## src/rtl/seg7_pkg.sv

```systemverilog
// rtl/seg7_pkg.sv - segment patterns, FSM encoding and pattern decode for seg7_monitor
package seg7_pkg;

    localparam logic [6:0] SEG_0     = 7'h7E;
    localparam logic [6:0] SEG_1     = 7'h30;
    localparam logic [6:0] SEG_2     = 7'h6D;
    localparam logic [6:0] SEG_3     = 7'h79;
    localparam logic [6:0] SEG_4     = 7'h33;
    localparam logic [6:0] SEG_5     = 7'h5B;
    localparam logic [6:0] SEG_6     = 7'h5F;
    localparam logic [6:0] SEG_7     = 7'h70;
    localparam logic [6:0] SEG_8     = 7'h7F;
    localparam logic [6:0] SEG_9     = 7'h7B;
    localparam logic [6:0] SEG_A     = 7'h77;
    localparam logic [6:0] SEG_B     = 7'h1F;
    localparam logic [6:0] SEG_C     = 7'h4E;
    localparam logic [6:0] SEG_D     = 7'h3D;
    localparam logic [6:0] SEG_E     = 7'h4F;
    localparam logic [6:0] SEG_F     = 7'h47;
    localparam logic [6:0] SEG_BLANK = 7'h00;

    typedef enum logic {
        ST_UNLOCKED = 1'b0,
        ST_LOCKED   = 1'b1
    } state_t;

    // Returns {is_digit, value}; blank and unknown patterns both give is_digit=0.
    function automatic logic [4:0] seg_decode(input logic [6:0] pat);
        logic [4:0] res;
        case (pat)
            SEG_0:   res = {1'b1, 4'h0};
            SEG_1:   res = {1'b1, 4'h1};
            SEG_2:   res = {1'b1, 4'h2};
            SEG_3:   res = {1'b1, 4'h3};
            SEG_4:   res = {1'b1, 4'h4};
            SEG_5:   res = {1'b1, 4'h5};
            SEG_6:   res = {1'b1, 4'h6};
            SEG_7:   res = {1'b1, 4'h7};
            SEG_8:   res = {1'b1, 4'h8};
            SEG_9:   res = {1'b1, 4'h9};
            SEG_A:   res = {1'b1, 4'hA};
            SEG_B:   res = {1'b1, 4'hB};
            SEG_C:   res = {1'b1, 4'hC};
            SEG_D:   res = {1'b1, 4'hD};
            SEG_E:   res = {1'b1, 4'hE};
            SEG_F:   res = {1'b1, 4'hF};
            default: res = 5'b0_0000;
        endcase
        return res;
    endfunction

endpackage

```

## src/rtl/seg7_monitor_if.sv

```systemverilog
// rtl/seg7_monitor_if.sv - seven-segment bus lines A..G (A top, G middle)
interface seg7_monitor_if;
    logic A;
    logic B;
    logic C;
    logic D;
    logic E;
    logic F;
    logic G;

    modport master (output A, B, C, D, E, F, G);
    modport slave  (input  A, B, C, D, E, F, G);
endinterface

```

## src/rtl/seg7_decode.sv

```systemverilog
// rtl/seg7_decode.sv - combinational 7-segment pattern to {is_digit, value} lookup
module seg7_decode
    import seg7_pkg::*;
(
    input  logic [6:0] i_pat,
    output logic       o_is_digit,
    output logic [3:0] o_val
);

    logic [4:0] w_dec;

    assign w_dec      = seg_decode(i_pat);
    assign o_is_digit = w_dec[4];
    assign o_val      = w_dec[3:0];

endmodule

```

## src/rtl/seg7_monitor.sv

```systemverilog
// rtl/seg7_monitor.sv - seven-segment bus checker: debounce, decode, counter-order check, error count
module seg7_monitor
    import seg7_pkg::*;
#(
    parameter int STABLE_CYCLES = 4,
    parameter int MODULUS       = 10,
    parameter bit ALLOW_CLEAR   = 1'b1
) (
    input  logic                 Clk,
    input  logic                 Clr,
    seg7_monitor_if.slave        seg,
    output logic [3:0]           Q,
    output logic                 valid,
    output logic                 locked,
    output logic                 new_digit,
    output logic                 bad_pattern,
    output logic                 seq_err,
    output logic [7:0]           err_cnt
);

    localparam logic [3:0] STABLE_LAST = 4'(STABLE_CYCLES - 1);
    localparam logic [4:0] MOD_W       = 5'(MODULUS);

    logic [6:0] w_in;
    logic [6:0] r_samp;
    logic [6:0] r_stab_pat;
    logic [3:0] r_cnt;
    logic [6:0] r_last;
    logic [3:0] r_q;
    logic       r_valid;
    logic       r_new;
    logic       r_bad;
    logic       r_seq;
    logic [7:0] r_err;
    state_t     r_state;
    state_t     w_state_nxt;

    logic       w_stable;
    logic       w_is_digit;
    logic [3:0] w_dig;
    logic       w_in_range;
    logic [3:0] w_succ;
    logic       w_legal;
    logic [3:0] w_q_nxt;
    logic [6:0] w_last_nxt;
    logic       w_valid_nxt;
    logic       w_new_nxt;
    logic       w_bad_nxt;
    logic       w_seq_nxt;

    assign w_in = {seg.A, seg.B, seg.C, seg.D, seg.E, seg.F, seg.G};

    // r_stab_pat lags r_samp by one cycle so it always names the pattern r_cnt describes.
    assign w_stable = (r_cnt == STABLE_LAST);

    seg7_decode u_decode (
        .i_pat      (r_stab_pat),
        .o_is_digit (w_is_digit),
        .o_val      (w_dig)
    );

    assign w_in_range = ({1'b0, w_dig} < MOD_W);
    assign w_succ     = (({1'b0, r_q} + 5'd1) == MOD_W) ? 4'd0 : (r_q + 4'd1);
    assign w_legal    = (w_dig == w_succ) || (ALLOW_CLEAR && (w_dig == 4'd0));

    always_ff @(posedge Clk) begin
        if (Clr) begin
            r_state <= ST_UNLOCKED;
        end else begin
            r_state <= w_state_nxt;
        end
    end

    always_comb begin
        w_state_nxt = r_state;
        w_q_nxt     = r_q;
        w_last_nxt  = r_last;
        w_valid_nxt = r_valid;
        w_new_nxt   = 1'b0;
        w_bad_nxt   = 1'b0;
        w_seq_nxt   = 1'b0;
        if (w_stable && (r_stab_pat != SEG_BLANK)) begin
            if (!w_is_digit) begin
                w_bad_nxt   = 1'b1;
                w_state_nxt = ST_UNLOCKED;
                w_last_nxt  = SEG_BLANK;
            end else if (r_stab_pat != r_last) begin
                w_q_nxt     = w_dig;
                w_new_nxt   = 1'b1;
                w_valid_nxt = 1'b1;
                w_last_nxt  = r_stab_pat;
                case (r_state)
                    ST_UNLOCKED: begin
                        if (w_in_range) w_state_nxt = ST_LOCKED;
                        else            w_seq_nxt   = 1'b1;
                    end
                    ST_LOCKED: begin
                        if (!w_in_range) begin
                            w_seq_nxt   = 1'b1;
                            w_state_nxt = ST_UNLOCKED;
                        end else if (!w_legal) begin
                            w_seq_nxt   = 1'b1;
                        end
                    end
                    default: w_state_nxt = ST_UNLOCKED;
                endcase
            end
        end
    end

    always_ff @(posedge Clk) begin
        if (Clr) begin
            r_samp     <= SEG_BLANK;
            r_stab_pat <= SEG_BLANK;
            r_cnt      <= 4'd0;
            r_last     <= SEG_BLANK;
            r_q        <= 4'd0;
            r_valid    <= 1'b0;
            r_new      <= 1'b0;
            r_bad      <= 1'b0;
            r_seq      <= 1'b0;
            r_err      <= 8'd0;
        end else begin
            r_samp     <= w_in;
            r_stab_pat <= r_samp;
            if (r_samp == r_stab_pat) begin
                if (r_cnt != 4'hF) r_cnt <= r_cnt + 4'd1;
            end else begin
                r_cnt <= 4'd0;
            end
            r_last  <= w_last_nxt;
            r_q     <= w_q_nxt;
            r_valid <= w_valid_nxt;
            r_new   <= w_new_nxt;
            r_bad   <= w_bad_nxt;
            r_seq   <= w_seq_nxt;
            if ((w_bad_nxt || w_seq_nxt) && (r_err != 8'hFF)) r_err <= r_err + 8'd1;
        end
    end

    assign Q           = r_q;
    assign valid       = r_valid;
    assign locked      = (r_state == ST_LOCKED);
    assign new_digit   = r_new;
    assign bad_pattern = r_bad;
    assign seq_err     = r_seq;
    assign err_cnt     = r_err;

endmodule

```

## src/flat_wrapper.sv

```systemverilog
// flat-port wrapper written by rule: the top's interface ports become plain ports
module seg7_monitor_flat import seg7_pkg::*;
#(
    parameter int STABLE_CYCLES = 4,
    parameter int MODULUS       = 10,
    parameter bit ALLOW_CLEAR   = 1'b1
)
  (Clk, Clr, Q, valid, locked, new_digit, bad_pattern, seq_err, err_cnt, seg_A, seg_B, seg_C, seg_D, seg_E, seg_F, seg_G);
  seg7_monitor_if seg_i ();
  input  logic Clk;
  input  logic Clr;
  output logic [3:0] Q;
  output logic valid;
  output logic locked;
  output logic new_digit;
  output logic bad_pattern;
  output logic seq_err;
  output logic [7:0] err_cnt;
  input wire logic [$bits(seg_i.A)-1:0] seg_A;
  input wire logic [$bits(seg_i.B)-1:0] seg_B;
  input wire logic [$bits(seg_i.C)-1:0] seg_C;
  input wire logic [$bits(seg_i.D)-1:0] seg_D;
  input wire logic [$bits(seg_i.E)-1:0] seg_E;
  input wire logic [$bits(seg_i.F)-1:0] seg_F;
  input wire logic [$bits(seg_i.G)-1:0] seg_G;
  assign seg_i.A = seg_A;
  assign seg_i.B = seg_B;
  assign seg_i.C = seg_C;
  assign seg_i.D = seg_D;
  assign seg_i.E = seg_E;
  assign seg_i.F = seg_F;
  assign seg_i.G = seg_G;
  seg7_monitor #(.STABLE_CYCLES(STABLE_CYCLES), .MODULUS(MODULUS), .ALLOW_CLEAR(ALLOW_CLEAR)) u_core (.Clk(Clk), .Clr(Clr), .seg(seg_i), .Q(Q), .valid(valid), .locked(locked), .new_digit(new_digit), .bad_pattern(bad_pattern), .seq_err(seq_err), .err_cnt(err_cnt));
endmodule
```

## config.mk

```make
export PLATFORM = sky130hd
export DESIGN_NAME = seg7_monitor_flat
export DESIGN_NICKNAME = d
export VERILOG_FILES = /design/src/rtl/seg7_pkg.sv /design/src/rtl/seg7_monitor_if.sv /design/src/rtl/seg7_decode.sv /design/src/rtl/seg7_monitor.sv /design/src/flat_wrapper.sv
export SDC_FILE = /design/constraint.sdc
export NUM_CORES = 1
export LEC_CHECK = 0
export ABC_AREA = 1
export ABC_CLOCK_PERIOD_IN_PS = 2009
export BUFFER_PORTS_ARGS = -buffer_cell sky130_fd_sc_hd__buf_2
export CORE_AREA = 2 2 69 71
export CTS_BUF_LIST = sky130_fd_sc_hd__clkbuf_16
export CTS_CLUSTER_SIZE = 20
export DETAILED_ROUTE_END_ITERATION = 10
export DIE_AREA = 0 0 71 73
export PLACE_DENSITY = 0.82
export SLEW_MARGIN = 20
export SYNTH_ARGS = -nofsm -noshare
export SYNTH_HDL_FRONTEND = slang
export SYNTH_SLANG_ARGS = --single-unit
```

## constraint.sdc

```tcl
create_clock -name Clk -period 2.01 [get_ports Clk]
set_clock_uncertainty 0.1 [all_clocks]
set_input_delay 0 -clock Clk [delete_from_list [all_inputs] [get_ports Clk]]
set_output_delay 0 -clock Clk [all_outputs]
set_load 0.1 [all_outputs]
```

==> run metrics, run 1 <==
status=finished, violations left; failing checks=setup timing; most numerous cell in the Yosys netlist=nand2_1; pwr dens=557 nW/um2; dominant cell type by area after synthesis=dfxtp_1; first-pass GRT wire length=8800 um; vias in the first global route=2068; top post-synthesis cells by area=dfxtp_1, nand2_1, nor2_1; clk slew on worst S/H paths=70 ps; minimum clock period=2080 ps; Post-synth EDFFs=0; cell family with most CP delay=simple AND/OR/NAND/NOR gates; final hold vios=0; GRT overflow=0; Area Growth Syn to Fin=40.4%; sequential fraction of the synthesis area=37.4%; clock root buffer master=clkbuf_16; Setup Crit Path Kind=flop to flop; CP arrival=2150 ps; Worst IR Drop VDD=477 uV; Final nets=405; IO buf count=25; GRT Overall Usage=21.3%; Ys Warns=0; final hold slack=104 ps; top-level port count=26; CTS sink cnt=42; WP buf/inv=3; most used routing layer=met2; Finish-stage setup viols=6; Critical Path Start=u_core.Q[0]$_SDFFE_PP0P_; Cell Rows=25; max incr delay on CP=390 ps; H-tree lvl count=2; crit path max fanout=7; Period Utilization, post-route=103%; Adder-Cell Fraction of Synth Area=2.22%; design area=3160 um2; area of the die=5180 um2; logic gate share of total power=7.0%; Mapped Area=2250 um2; Clock Path Buffers=2; number of remaining DRC errors=0; Pre-antenna DRT Iters=4; die height=73 um; RR Startpoint=u_core.Q[0]$_SDFFE_PP0P_; Max Clk Rate=482 MHz; via/cell ratio=5.26; largest family of logic cells by synthesized area=simple AND/OR/NAND/NOR gates; Worst setup EP type=flop; final setup margin=-66.5 ps; Worst-Skew Late Latency=290 ps; placed cell area=2660 um2; Clock Power Share=44.5%; Worst Tran Pin Value=491 ps; Die Span X=71 um; met3 Use GR=4.42%; crit-path cells=ha_4 -> inv_2 -> nand2_2 -> nand2_4 -> nand2_4 -> nor2_4 -> nor2_2 -> inv_1 -> nand2_1 -> nand2_1 -> nor2_1 -> nand2_1 -> nand2_2 -> nand3_4 -> nand2_4 -> inv_2 -> nor2_1 -> nor2_1; mux contribution to synthesized area=0%; number of diodes=0; layout cells sized above 1=39.4%; Post-synth top cells=nand2_1, nor2_1, dfxtp_1, inv_1, nand3_1; hold crit path type=primary input to flop; Avg Inst Size Synth=6.86 um2; Synth Area in Compound Gates=9.39%; XOR/XNOR Fraction of Synth Area=6.23%; Setup crit start kind=flop; DRT iter0 DRCs=103; switching part of the total=23.3%; Max-Cap Viols=0; CP required=2090 ps; CTS Buf Count=5; synth unique cells=32; Net Count, Synth=341; Slowest cell on crit path=dfxtp_4; Slew headroom=67.5%; CTS tree=built; top-area cell type share of the netlist area=37.4%; pin count of the biggest net entering global routing=26; flops & latches, synth=42; DP HPWL=3640 um; Routed WL=5980 um; Post-DRT Antenna Nets=0; Placer Congestion=0.931; post-synthesis simple-gate area fraction=34.6%; internal power=1.35 mW; core area=4540 um2; met2 usage=37.9%; via count=2349; initial antenna violation count=0; Post-Synthesis Cells=328; Worst R2R Setup Slack=-70 ps; Leak Pwr=1.53 nW; GRT met1 Usage=25.3%; Synth Flop Type=dfxtp_1; max-slew violations=0; Synth async-reset ratio=0%; initial core utilization=49.6%; RSZ-0062 raised after global routing=true; HP Start=Clr; switching power=409 uW; sequential share of power=48.5%; drt wl/cell=13.4 um
[state kept, by name (all words and copies together), names as in the netlist]
name                count
u_core.err_cnt          8
u_core.valid            1
u_core.bad_pattern      1
u_core.new_digit        1
u_core.r_last           7
u_core.locked           1
u_core.r_samp           7
u_core.r_stab_pat       7
u_core.seq_err          1
u_core.r_cnt            4
u_core.Q                4
[metrics by stage]
stage | setup slack (ps) | power, mW | instances | setup TNS (ps) | util (%)
floorplan | -53.7 | 0.932 | 328 | -334 | -
global placement | -71.6 | 0.973 | 423 | -352 | 58.6
detailed placement | -104 | 0.975 | 423 | -595 | 58.6
CTS | 0.647 | 1.75 | 439 | 0 | 64.4
global route | -206 | 1.82 | 447 | -1830 | 69.7
finish | -66.5 | 1.76 | 447 | -278 | 69.7
[final cells by class]
| cell class | instances | area (um2) |
|---|---|---|
| clock buffers | 5 | 125 |
| clock inverters | 3 | 16.3 |
| fillers | 332 | 1380 |
| inverters | 46 | 178 |
| multi-input cells | 231 | 1420 |
| flip-flops and latches | 42 | 887 |
| well taps | 54 | 67.6 |
| repair buffers | 66 | 463 |
[power groups by stage]
stage | Combinational [mW] | Sequential, mW | Clock [mW]
2_1_floorplan | 0.0634 | 0.868 | 0
3_3_place_gp | 0.0989 | 0.874 | 0
3_5_place_dp | 0.101 | 0.874 | 0
4_1_cts | 0.114 | 0.855 | 0.786
5_1_grt | 0.135 | 0.855 | 0.826
6_report | 0.123 | 0.854 | 0.783
[layer usage]
metal,part of all wire [%],routed length (um)
met1,41,2470
met2,51,3030
met3,5.6,334
met4,2.5,147
met5,0,0
[path summary, 6_finish.rpt]
kind | end | cells after the start
setup / recovery | u_core.err_cnt[1]$_SDFFE_PP0P_ | 18
hold reg to reg | u_core.r_stab_pat[2]$_SDFF_PP0_ | 2
hold / removal | u_core.bad_pattern$_SDFF_PP0_ | 3
setup reg to reg | u_core.err_cnt[1]$_SDFFE_PP0P_ | 18
[worst reg2reg max path, delay by kind of cell (launching register included)]
| family | cells | cell delay (ps) |
|---|---|---|
| fa+ha+maj | 1 | 180 |
| flops | 1 | 390 |
| buf+inv | 3 | 140 |
| simple gates | 14 | 1130 |
[placed cells by master, fill, tap and decap left out, drive strengths merged, types with 6 or more instances in the layout]
| master | count |
|---|---|
| nand2 | 88 |
| buf | 59 |
| nor2 | 57 |
| inv | 46 |
| dfxtp | 42 |
| nand3 | 20 |
| a21oi | 14 |
| xor2 | 11 |
| o22ai | 7 |
| dlygate4sd3 | 7 |
| nand4 | 6 |
[logic make-up (layout without fill, tap and decap cells)]
logic type      count (synthesis)  after routing
fa+ha+maj                       4              4
simple gates                  176            177
xor+xnor                       16             16
flops                          42             42
buf+inv                        56            120
compound gates                 34             34
[what timing repair did]
action,CTS,global route
endpoints found under the setup margin,8,15
pin swaps,5,30
endpoints found under the hold margin,7,0
hold buffers,7,0
gates cloned,1,0
resized for setup,20,57
setup buffers,0,8
No activity file was read; power rests on OpenSTA's default activity.
==> run 2, diff against run 1 <==
--- a/config.mk
+++ b/config.mk
@@ -8,13 +8,13 @@
 export ABC_AREA = 1
 export ABC_CLOCK_PERIOD_IN_PS = 2009
 export BUFFER_PORTS_ARGS = -buffer_cell sky130_fd_sc_hd__buf_2
-export CORE_AREA = 2 2 69 71
+export CORE_AREA = 4 4 71 73
 export CTS_BUF_LIST = sky130_fd_sc_hd__clkbuf_16
 export CTS_CLUSTER_SIZE = 20
 export DETAILED_ROUTE_END_ITERATION = 10
-export DIE_AREA = 0 0 71 73
+export DIE_AREA = 0 0 75 77
 export PLACE_DENSITY = 0.82
-export SLEW_MARGIN = 20
+export SLEW_MARGIN = 25
 export SYNTH_ARGS = -nofsm -noshare
 export SYNTH_HDL_FRONTEND = slang
 export SYNTH_SLANG_ARGS = --single-unit
==> run 2 against run 1 <==
Against the previous run: the flow still finishes with violations (setup timing); flip-flop and latch count stayed put; combinational power grew 13%; final cell count up 0.45%; global-route usage is 1.1 points higher; register-to-register slack worse by 140 ps; clock power grew 29%; die area up 11%; largest cell class unchanged; clock-buffer cell count grew 1; largest power group is now the clock network; worst setup slack lost 140 ps; via count is 8.3% higher.
==> run metrics, run 2 (synthesis results as in run 1) <==
Placer Congestion=0.907; CP required=2120 ps; Max-Cap Viols=0; DP HPWL=3940 um; CTS tree=built; hold crit path type=primary input to flop; CP arrival=2330 ps; number of remaining DRC errors=0; layout cells sized above 1=47.1%; Sum Neg Setup Slack=-1480 ps; failing checks=setup timing; Leak Pwr=1.57 nW; Die Span X=75 um; Clock Path Buffers=2; Setup Crit Path Kind=flop to flop; final hold slack=116 ps; pin count of the biggest net entering global routing=26; design area=3360 um2; H-tree lvl count=2; final setup margin=-202 ps; internal power=1.57 mW; Setup WS pre-CTS=-202 ps; GRT overflow=0; GRT Overall Usage=22.4%; clock root buffer master=clkbuf_16; Max Clk Rate=452 MHz; Worst-Skew Late Latency=290 ps; max-slew violations=0; minimum clock period=2210 ps; CTS Buf Count=5; vias in the first global route=2273; Routed WL=7440 um; top-level port count=26; depth of the worst hold-timing path=3; Slew headroom=66.0%; DRT iter0 DRCs=205; Worst setup EP type=flop; area of the die=5780 um2; RSZ-0062 raised after global routing=true; Worst IR Drop VDD=521 uV; core area=4350 um2; Setup crit start kind=flop; pwr dens=597 nW/um2; Period Utilization, post-route=110%; die height=77 um; Post-DRT Antenna Nets=0; sequential share of power=42.8%; IO buf count=25; via/cell ratio=5.67; switching power=438 uW; commonest cells after routing, fill and taps aside=nand2_1, buf_4, nand2_2, inv_1, nor2_1; drt wl/cell=16.6 um; crit path max fanout=7; logic gate share of total power=7.0%; reg2reg path depth=14; placed cell area=2640 um2; first-pass GRT wire length=10200 um; final hold vios=0; number of diodes=0; commonest non-fill, non-tap cell in the layout=nand2_1; initial core utilization=51.7%; Clock Power Share=50.3%; max reg flops=8; Cell Rows=24; fin util=77.2%; HP Start=Clr; clk slew on worst S/H paths=60 ps; via count=2544; Area Growth Syn to Fin=49.2%; switching part of the total=21.9%; CTS sink cnt=42; Pre-antenna DRT Iters=5; Finish-stage setup viols=11; Critical Path Start=u_core.r_stab_pat[6]$_SDFF_PP0_; Final nets=409; Worst Tran Pin Value=513 ps; status=finished, violations left; RR Startpoint=u_core.r_stab_pat[6]$_SDFF_PP0_; initial antenna violation count=0
[run 2: cell count changes in the layout (fill, tap and decap cells not counted), moves of 4 or more]
cell     before  now
nand2_1      58   43
nor2_4       12   20
nor2_2       11    7
nand2_2      21   33
nor2_1       34   30
a21oi_2       0    5
[run 2: power by group through the flow]
stage	clock, mW	combinational (mW)	sequential (mW)
3_3_place_gp	0	0.0958	0.875
4_1_cts	1.01	0.111	0.855
3_5_place_dp	0	0.0981	0.876
6_report	1.01	0.139	0.858
5_1_grt	1.06	0.151	0.859
2_1_floorplan	0	0.0634	0.868
[run 2: final cells by class]
type / count / area, um2
repair buffers: 70 / 492
fillers: 256 / 995
inverters: 46 / 180
clock inverters: 2 / 38.8
clock buffers: 6 / 150
multi-input cells: 231 / 1550
flip-flops and latches: 42 / 887
well taps: 52 / 65.1
[run 2: worst max-delay path: stages, from the launching register on]
cell	delay, ps
dfxtp_4	410
buf_4	140
nor2_4	40
nand2_2	110
nand2_4	80
nor2_4	140
nand4_1	170
nor2_4	210
nand2_4	110
nand2_4	90
o21a_4	190
nand2_8	90
inv_6	80
nor2_4	40
nor2_2	130
[run 2: timing repair]
action,CTS,global route
buffers inserted,5,7
resized for setup,28,90
setup endpoints to repair,18,21
hold buffers,7,0
cloned,1,0
endpoints found under the hold margin,7,0
pin swaps,15,41
[run 2: final timing paths]
path | endpoint | slack (ps)
max | u_core.err_cnt[1]$_SDFFE_PP0P_ | -200
min | u_core.r_stab_pat[6]$_SDFF_PP0_ | 120
max reg2reg | u_core.err_cnt[1]$_SDFFE_PP0P_ | -200
min reg2reg | u_core.r_stab_pat[2]$_SDFF_PP0_ | 340
[run 2: through the flow]
| step | power [mW] | instances |
|---|---|---|
| finish | 2.01 | 449 |
| global route | 2.07 | 449 |
| CTS | 1.98 | 442 |
| detailed placement | 0.974 | 421 |
| global placement | 0.971 | 421 |
| floorplan | 0.932 | 328 |
[run 2: per-layer routing]
metal | vias to the layer above | track usage, % | wire [um]
met2 | 154 | 36.8 | 3690
met5 | - | 0 | 0
li1 | 1173 | - | -
met1 | 1183 | 27.1 | 2890
met3 | 34 | 3.53 | 543
met4 | 0 | 12.6 | 316
